**config.mk**
```make
export PLATFORM = sky130hd
export DESIGN_NAME = seq_divider_flat
export DESIGN_NICKNAME = d
export VERILOG_FILES = /design/src/rtl/seq_divider_pkg.sv /design/src/rtl/seq_divider_if.sv /design/src/rtl/seq_divider_div_step.sv /design/src/rtl/seq_divider.sv /design/src/flat_wrapper.sv
export SDC_FILE = /design/constraint.sdc
export NUM_CORES = 1
export LEC_CHECK = 0
export CAP_MARGIN = 20
export CORE_ASPECT_RATIO = 0.75
export CORE_MARGIN = 5
export CORE_UTILIZATION = 51
export DETAILED_ROUTE_END_ITERATION = 8
export PLACE_DENSITY = 0.89
export SLEW_MARGIN = 15
export SYNTH_ARGS = -nofsm -noshare
export SYNTH_HDL_FRONTEND = slang
export SYNTH_SLANG_ARGS = --single-unit
```
**constraint.sdc**
```tcl
create_clock -name clk -period 4.2 [get_ports clk]
set_input_delay 0.63 -clock clk [delete_from_list [all_inputs] [get_ports clk]]
set_output_delay 0.63 -clock clk [all_outputs]
set_load 0.02 [all_outputs]
```
**src/rtl/seq_divider_pkg.sv**
```systemverilog
// Shared types and sizing for the sequential restoring divider.
package div_pkg;

  localparam int DW_DEF = 32;
  localparam int VW_DEF = 16;

  typedef enum logic [1:0] {
    IDLE = 2'd0,
    RUN  = 2'd1,
    FIN  = 2'd2
  } div_state_e;

  // Iteration counter must hold the value DW itself, hence the extra bit.
  function automatic int cnt_width(input int dw);
    return $clog2(dw) + 1;
  endfunction

endpackage

```
**src/rtl/seq_divider_if.sv**
```systemverilog
// Request/result bundle between a divider client and seq_divider.
interface seq_divider_if
  import div_pkg::*;
#(
  parameter int DW = DW_DEF,
  parameter int VW = VW_DEF
);

  logic          start;
  logic [DW-1:0] dividend;
  logic [VW-1:0] divisor;
  logic          busy;
  logic          done;
  logic [DW-1:0] quotient;
  logic [VW-1:0] remainder;
  logic          div_by_zero;

  modport master (
    output start, dividend, divisor,
    input  busy, done, quotient, remainder, div_by_zero
  );

  modport slave (
    input  start, dividend, divisor,
    output busy, done, quotient, remainder, div_by_zero
  );

endinterface

```
**src/rtl/seq_divider_div_step.sv**
```systemverilog
// One restoring-division iteration: shift in the next dividend bit, trial
// subtract the divisor, keep the difference when it does not go negative.
module div_step #(
  parameter int VW = 16
) (
  input  logic [VW:0]   r_i,
  input  logic          bit_i,
  input  logic [VW-1:0] divisor_i,
  output logic [VW:0]   r_o,
  output logic          q_bit_o
);

  logic [VW:0] t;
  logic [VW:0] dvs_ext;

  // r_i is always below the divisor, so its top bit is zero on entry; the
  // extra bit only matters for the shifted value t.
  logic unused_r_msb;
  assign unused_r_msb = r_i[VW];

  assign t       = {r_i[VW-1:0], bit_i};
  assign dvs_ext = {1'b0, divisor_i};

  // Trial subtraction and quotient bit selection.
  always_comb begin
    r_o     = t;
    q_bit_o = 1'b0;
    if (t >= dvs_ext) begin
      r_o     = t - dvs_ext;
      q_bit_o = 1'b1;
    end
  end

endmodule

```
**src/rtl/seq_divider.sv**
```systemverilog
// Sequential restoring divider, one quotient bit per clock.
// Results and div_by_zero are registered and hold until the next accept.
module seq_divider
  import div_pkg::*;
#(
  parameter int DW = DW_DEF,
  parameter int VW = VW_DEF
) (
  input  logic        clk,
  input  logic        rst,
  seq_divider_if.slave bus
);

  localparam int CNT_W = cnt_width(DW);

  div_state_e       state_q, state_d;
  logic [DW-1:0]    q_sh_q, q_sh_d;
  logic [VW:0]      r_q, r_d;
  logic [CNT_W-1:0] cnt_q, cnt_d;
  logic [VW-1:0]    divisor_q, divisor_d;
  logic [DW-1:0]    quotient_q, quotient_d;
  logic [VW-1:0]    remainder_q, remainder_d;
  logic             dbz_q, dbz_d;

  logic [VW:0]      step_r;
  logic             step_q_bit;

  div_step #(.VW(VW)) u_step (
    .r_i       (r_q),
    .bit_i     (q_sh_q[DW-1]),
    .divisor_i (divisor_q),
    .r_o       (step_r),
    .q_bit_o   (step_q_bit)
  );

  // Next-state and datapath update; everything holds unless the state acts.
  always_comb begin
    state_d     = state_q;
    q_sh_d      = q_sh_q;
    r_d         = r_q;
    cnt_d       = cnt_q;
    divisor_d   = divisor_q;
    quotient_d  = quotient_q;
    remainder_d = remainder_q;
    dbz_d       = dbz_q;
    case (state_q)
      IDLE: begin
        if (bus.start) begin
          if (bus.divisor == '0) begin
            state_d     = FIN;
            quotient_d  = '1;
            remainder_d = bus.dividend[VW-1:0];
            dbz_d       = 1'b1;
          end else begin
            state_d   = RUN;
            q_sh_d    = bus.dividend;
            r_d       = '0;
            cnt_d     = CNT_W'(DW);
            divisor_d = bus.divisor;
            dbz_d     = 1'b0;
          end
        end
      end
      RUN: begin
        q_sh_d = {q_sh_q[DW-2:0], step_q_bit};
        r_d    = step_r;
        cnt_d  = cnt_q - CNT_W'(1);
        if (cnt_q == CNT_W'(1)) begin
          state_d     = FIN;
          quotient_d  = {q_sh_q[DW-2:0], step_q_bit};
          remainder_d = step_r[VW-1:0];
        end
      end
      FIN: begin
        state_d = IDLE;
      end
      default: begin
        state_d = IDLE;
      end
    endcase
  end

  // FSM state register.
  always_ff @(posedge clk) begin
    if (rst) begin
      state_q <= IDLE;
    end else begin
      state_q <= state_d;
    end
  end

  // Datapath and result registers.
  always_ff @(posedge clk) begin
    if (rst) begin
      q_sh_q      <= '0;
      r_q         <= '0;
      cnt_q       <= '0;
      divisor_q   <= '0;
      quotient_q  <= '0;
      remainder_q <= '0;
      dbz_q       <= 1'b0;
    end else begin
      q_sh_q      <= q_sh_d;
      r_q         <= r_d;
      cnt_q       <= cnt_d;
      divisor_q   <= divisor_d;
      quotient_q  <= quotient_d;
      remainder_q <= remainder_d;
      dbz_q       <= dbz_d;
    end
  end

  assign bus.busy        = (state_q != IDLE);
  assign bus.done        = (state_q == FIN);
  assign bus.quotient    = quotient_q;
  assign bus.remainder   = remainder_q;
  assign bus.div_by_zero = dbz_q;

endmodule

```
**src/flat_wrapper.sv**
```systemverilog
// flat-port wrapper written by rule: the top's interface ports become plain ports
module seq_divider_flat import div_pkg::*;
#(
  parameter int DW = DW_DEF,
  parameter int VW = VW_DEF
)
  (clk, rst, bus_start, bus_dividend, bus_divisor, bus_busy, bus_done, bus_quotient, bus_remainder, bus_div_by_zero);
  seq_divider_if #(.DW(DW), .VW(VW)) bus_i ();
  input  logic clk;
  input  logic rst;
  input wire logic [$bits(bus_i.start)-1:0] bus_start;
  input wire logic [$bits(bus_i.dividend)-1:0] bus_dividend;
  input wire logic [$bits(bus_i.divisor)-1:0] bus_divisor;
  output wire logic [$bits(bus_i.busy)-1:0] bus_busy;
  output wire logic [$bits(bus_i.done)-1:0] bus_done;
  output wire logic [$bits(bus_i.quotient)-1:0] bus_quotient;
  output wire logic [$bits(bus_i.remainder)-1:0] bus_remainder;
  output wire logic [$bits(bus_i.div_by_zero)-1:0] bus_div_by_zero;
  assign bus_i.start = bus_start;
  assign bus_i.dividend = bus_dividend;
  assign bus_i.divisor = bus_divisor;
  assign bus_busy = bus_i.busy;
  assign bus_done = bus_i.done;
  assign bus_quotient = bus_i.quotient;
  assign bus_remainder = bus_i.remainder;
  assign bus_div_by_zero = bus_i.div_by_zero;
  seq_divider #(.DW(DW), .VW(VW)) u_core (.clk(clk), .rst(rst), .bus(bus_i));
endmodule
```
* After elaboration in Yosys (flattened, before gate mapping) *
Index checks and enable logic that the tools add are counted.

word-level totals
  register bits after elaboration = 121
  output and inout port bits = 51

cells by class
  add/subtract/negate cells = 2
  $lt $le $gt $ge = 1
  equality and inequality tests = 7
  mux-type cells = 24
  bitwise operators = 1
  reduce and logical (&&, ||, !) cells = 9

operators with widths
  kind                                              count
  two-way mux 32 bit                                5
  one-hot mux 32 bit (2 select lines)               2
  two-way mux 16 bit                                6
  one-hot mux 16 bit (2 select lines)               2
  greater-or-equal comparator 17 x 16 -> 1 bit      1
  logical NOT 16 bit                                1
  subtractor 16 bit                                 1
  two-way mux 6 bit                                 2
  one-hot mux 6 bit (2 select lines)                1
  == test 6 x 1 -> 1 bit, second input constant     1
  two-way mux 2 bit                                 3
  AND reduction 3 bit                               2
  subtractor 6 x 1 -> 6 bit, second input constant  1
  != test 2 x 1 -> 1 bit, second input constant     2
  != test 2 bit, second input constant              2
  one-hot mux 2 bit (2 select lines)                1
  AND reduction 2 bit                               2
  AND reduction 4 bit                               1
  nonzero test 2 bit                                2
  == test 2 x 1 -> 1 bit, second input constant     1
  == test 2 bit, second input constant              1
  logical NOT 2 bit                                 1
  two-way mux 1 bit                                 2
  NOT 1 bit                                         1

* Longest topological paths before layout *
  depth in word-level cells = 4
  gate-level depth with buffers = 11

* Cells and area by module *
Synthesis repeated with hierarchy kept, for this count alone.

second synthesis, totals
  cell total of the unflattened synthesis = 691
  area total of the unflattened synthesis = 6177.2 um^2

modules (own cells, without submodules)
  module       times used  cells an instance  area each (um^2)  seq. area each (um^2)
  seq_divider  1           554                5109.9            2442.3
  div_step     1           137                1067.3            0.0

* Worst setup path before layout *
Ideal clock, no wire load.

  kind = flip-flop to flip-flop
  start point = register u_core.divisor_q[6]
  end point = register u_core.remainder_q[15], in the netlist u_core.bus.remainder[15]
  setup time = 79 ps
  data arrival time = 2260 ps
  setup slack = 1860 ps
  cell stages (with the launch flop) = 10
  path buffers = 0
  cell sequence = dfxtp_1 -> inv_1 -> ha_1 -> a21oi_4 -> nand2_2 -> o2111a_2 -> or4_4 -> a221oi_2 -> nor2_1 -> a211oi_2

on the way
  longest elaborated chain between the ends = 4

RTL lines
  item                                                                                      line                                                    text
  from (decl)                                                                               seq_divider.sv:20                                       logic [VW-1:0] divisor_q, divisor_d;
  from (signal assigned)                                                                    seq_divider.sv:106                                      divisor_q <= divisor_d;
  subtractor 16 bit / greater-or-equal comparator 17 x 16 -> 1 bit (equally long branches)  seq_divider_div_step.sv:29, seq_divider_div_step.sv:28
  two-way mux 16 bit *                                                                      seq_divider_div_step.sv:28                              if (t >= dvs_ext) begin
  two-way mux 16 bit *                                                                      seq_divider.sv:68                                       if (cnt_q == CNT_W'(1)) begin
  one-hot mux 16 bit (2 select lines) *                                                     seq_divider.sv:46                                       case (state_q)
  to (signal assigned)                                                                      seq_divider.sv:108                                      remainder_q <= remainder_d;
  to (decl)                                                                                 seq_divider.sv:22                                       logic [VW-1:0] remainder_q, remainder_d;

Mark *: on every way between the ends. The rest lies on a longest branch, timed or not. The select of a mux whose other input is x is not followed.
A chain may end at the register's enable or synchronous reset.

* Worst setup path in the final report *
  start point = register u_core.divisor_q[14]
  end point = register u_core.remainder_q[2], in the netlist u_core.bus.remainder[2]

on the way
  longest elaborated chain between the ends = 4

RTL lines
  item                                          line
  greater-or-equal comparator 17 x 16 -> 1 bit  seq_divider_div_step.sv:28
  two-way mux 16 bit                            seq_divider_div_step.sv:28
  two-way mux 16 bit                            seq_divider.sv:68
  one-hot mux 16 bit (2 select lines)           seq_divider.sv:46

Every way passes these cells. The select of a mux whose other input is x is not followed.

==> key figures <==
Status
  • Status: finished clean

Logic synthesis
  • Syn Std Cell Area: 5820 sq um
  • Syn nets: 802
  • Leading area contributor after synthesis: dfxtp_1
  • Synthesized netlist cell count: 732
  • Synth area leaders: dfxtp_1 (42%), nor2_1 (7.5%), nand2_1 (6.5%)
  • Compound-Gate Fraction of Synth Area: 0.216
  • Synth Area in Simple Gates: 0.254
  • Largest family of logic cells by synthesized area: simple AND/OR/NAND/NOR gates
  • Top cell type's share of synthesized area: 0.416
  • Post-Syn Area per Cell: 7.96 sq um
  • Synth Area in Adders: 0.0421
  • Ys async rst share: 0
  • EDFF count, synth: 0
  • Netlist cell types: 61
  • Sequential share of the synthesized area: 0.416
  • Top_reg_cell synth: dfxtp_1
  • #FFs+latches synth: 121
  • Synth warnings: 0
  • Post-Synth XOR/XNOR Area: 0.0195
  • Post-synthesis mux area share: 0.00172

Run
  • Max-Cap Viols: 0

Cells and area
  • Diodes inserted: 0
  • Nets: 879
  • Area Growth Syn to Fin: 28.5%
  • Share of cells above drive strength 1: 0.0731

Worst setup path
  • Startpoint types: flip-flop
  • Worst path cell trace: inv_1, ha_1, a21o_1, a211oi_1, o41a_1, nand2_1, o211ai_1, a311oi_1
  • Crit-path leading delay family: compound AO/OA/AOI/OAI gates
  • CP Data Arrival Time: 3.63 ns
  • Crit path buf inv count: 1
  • WS Path Type: flip-flop to flip-flop
  • Worst EP required: 4.45 ns
  • CP max stage delay: 0.81 ns
  • Crit end category: flip-flop
  • Critical path's slowest cell: o41a_1
  • R2R setup slack: 0.82 ns
  • CP max FO: 24

Floorplan
  • Core Region: 11100 sq um
  • Chip height: 103 microns
  • I/O pin count: 102
  • Die area: 13700 sq um
  • Die W: 133 microns
  • Rows: 33
  • Initial Utilization: 0.526

Power and ir drop
  • P_int: 3120 uW
  • Lkg Pwr: 0.00277 uW
  • Comb power frac: 0.445
  • Sequential power share: 0.271
  • Sw power: 2020 uW
  • PwrDens: 687 nW/um^2
  • Peak VDD IR: 0.438 mV
  • Switching Share: 0.392
  • Clock power frac: 0.283

Placement
  • Port bufs: 101
  • Placement Setup Slack: 0.720 ns
  • Detail Placement HPWL: 11100 microns
  • Gp weighted congestion: 0.931

Clock tree
  • CTS Sinks: 121
  • Clk slew on worst S/H paths: 0.06 ns
  • Clk Latency, worst-skew pair: 0.41 ns
  • CTS root buf: clkbuf_16
  • CTS max path bufs: 2
  • Postcts setup bufs: 0
  • Resize count post-CTS: 0
  • Total CTS buffers: 17
  • H-tree depth: 4
  • CTS hold repair buffers: 0
  • TritonCTS clock tree: done

Detailed routing
  • Routed Antenna Nets: 0
  • Vias per std cell: 5.99
  • Total Wirelength: 16300 microns
  • WL/cell: 16.9 microns
  • DRC violations left: 0
  • Vias: 5755
  • DRT iter0 DRCs: 590
  • First drt pass iteration count: 5

Global route
  • Via count of the first global-routing pass: 5361
  • Total track usage: 0.240
  • GR Overflow Total: 0
  • First-pass GRT wire length: 26700 microns
  • Initial antenna violation count: 0
  • Largest net degree at the start of global routing: 104

STA
  • Max_slew headroom: 0.308
  • Final Hold Viols: 0
  • Final WS setup: 0.818 ns
  • Achievable Freq: 0.296 GHz
  • Crit path time final: 3.38 ns
  • Final Max Slew Viols: 0
  • Setup violators final: 0
  • Worst-Margin Slew: 1.04 ns
  • RSZ-0062 raised after global routing: false
  • Setup Skew: 0.00744 ns
  • Sum Neg Setup Slack: 0 ns
  • Fin crit share: 0.805

Worst hold path
  • Hold Crit Class: flip-flop to flip-flop
-- per-stage QoR --
step | total power, uW | instance area (sq um) | cells | utilization | hold WS [ns]
6_report | 5140 | 7480 | 961 | 0.676 | 0.454
2_1_floorplan | 3130 | 5820 | 732 | - | 0.436
5_1_grt | 5440 | 7480 | 961 | 0.676 | 0.478
3_3_place_gp | 3560 | 6900 | 930 | 0.623 | 0.443
3_5_place_dp | 3600 | 6900 | 930 | 0.623 | 0.450
4_1_cts | 5090 | 7480 | 961 | 0.676 | 0.456
-- metal layers --
| metal | share of wire | global-route usage | vias to the layer above | wire length [microns] |
|---|---|---|---|---|
| met4 | 0.019 | 0.103 | 0 | 317 |
| li1 | - | - | 2764 | - |
| met3 | 0.084 | 0.0517 | 36 | 1380 |
| met5 | 0 | 0 | - | 0 |
| met1 | 0.45 | 0.328 | 2685 | 7290 |
| met2 | 0.45 | 0.373 | 270 | 7300 |
-- sequential cells by signal, indices dropped and copies added (netlist names) --
name                    count
u_core.r_q                 16
u_core.bus.quotient        32
u_core.cnt_q                6
u_core.bus.remainder       16
u_core.state_q              2
u_core.bus.div_by_zero      1
u_core.divisor_q           16
u_core.q_sh_q              32
-- cells in the mapped netlist, drive strengths merged, types with 14 or more instances --
library cell  number
dfxtp            121
ha                18
nor3              53
clkbuf            36
nor2             117
nor4              14
a21oi             51
inv               22
nand2            102
buf               17
a311oi            31
o21ai             19
a211oi            19
-- cell families (layout without fill, tap and decap cells) --
logic type | count (synthesis) | count (layout)
compound gates | 171 | 171
xor+xnor | 13 | 13
fa+ha+maj | 19 | 19
buf+inv | 75 | 164
flops | 121 | 121
mux | 1 | 1
simple gates | 332 | 332
-- worst register-to-register path, delay by kind of cell, from the launching register on --
| kind | cells | cell delay [ns] |
|---|---|---|
| and+or+nand+nor | 1 | 0.38 |
| AOI/OAI and AO/OA | 5 | 2.08 |
| DFF | 1 | 0.34 |
| adders and majority gates | 1 | 0.37 |
| buffers and inverters | 1 | 0.06 |
-- worst paths after layout --
path         depth (start not counted)                      end                    from
min reg2reg                          2   u_core.bus.quotient[0]  u_core.bus.quotient[0]
max                                  8  u_core.bus.remainder[2]    u_core.divisor_q[14]
min                                  2   u_core.bus.quotient[0]  u_core.bus.quotient[0]
max reg2reg                          8  u_core.bus.remainder[2]    u_core.divisor_q[14]
-- power by group through the flow --
stage                     combinational, uW  sequential [uW]  clock (uW)
final                                  2290             1390        1460
after global routing                   2510             1410        1520
after CTS                              2230             1390        1470
after detailed placement               2190             1410           0
after global placement                 2160             1410           0
after floorplan                        1740             1390           0
-- cell type report --
| class | instances | area (sq um) |
|---|---|---|
| fillers | 856 | 3580 |
| flip-flops and latches | 121 | 2420 |
| inverters | 22 | 82.6 |
| multi-input cells | 536 | 3120 |
| repair buffers | 111 | 1100 |
| clock buffers | 23 | 468 |
| well taps | 140 | 175 |
| clock inverters | 8 | 120 |
-- cells in the final DEF, fill, tap and decap left out, types with 3 or more instances in the layout --
cell,n
a211oi_1,16
a211oi_2,3
a21o_1,6
a21oi_1,50
a311oi_1,30
a31oi_1,4
and3_1,12
buf_4,10
bufinv_16,3
clkbuf_1,4
clkbuf_16,17
clkdlybuf4s50_1,100
clkinv_2,3
dfxtp_1,121
ha_1,18
inv_1,22
nand2_1,101
nand2b_1,3
nand3_1,9
nand3b_1,7
nand4_1,4
nor2_1,115
nor3_1,53
nor4_1,14
o211ai_1,8
o21a_1,4
o21ai_0,9
o21ai_1,10
o31ai_1,3
o41ai_2,3
xnor2_1,5
xor2_1,8
Power figures use the tool's default switching activity.
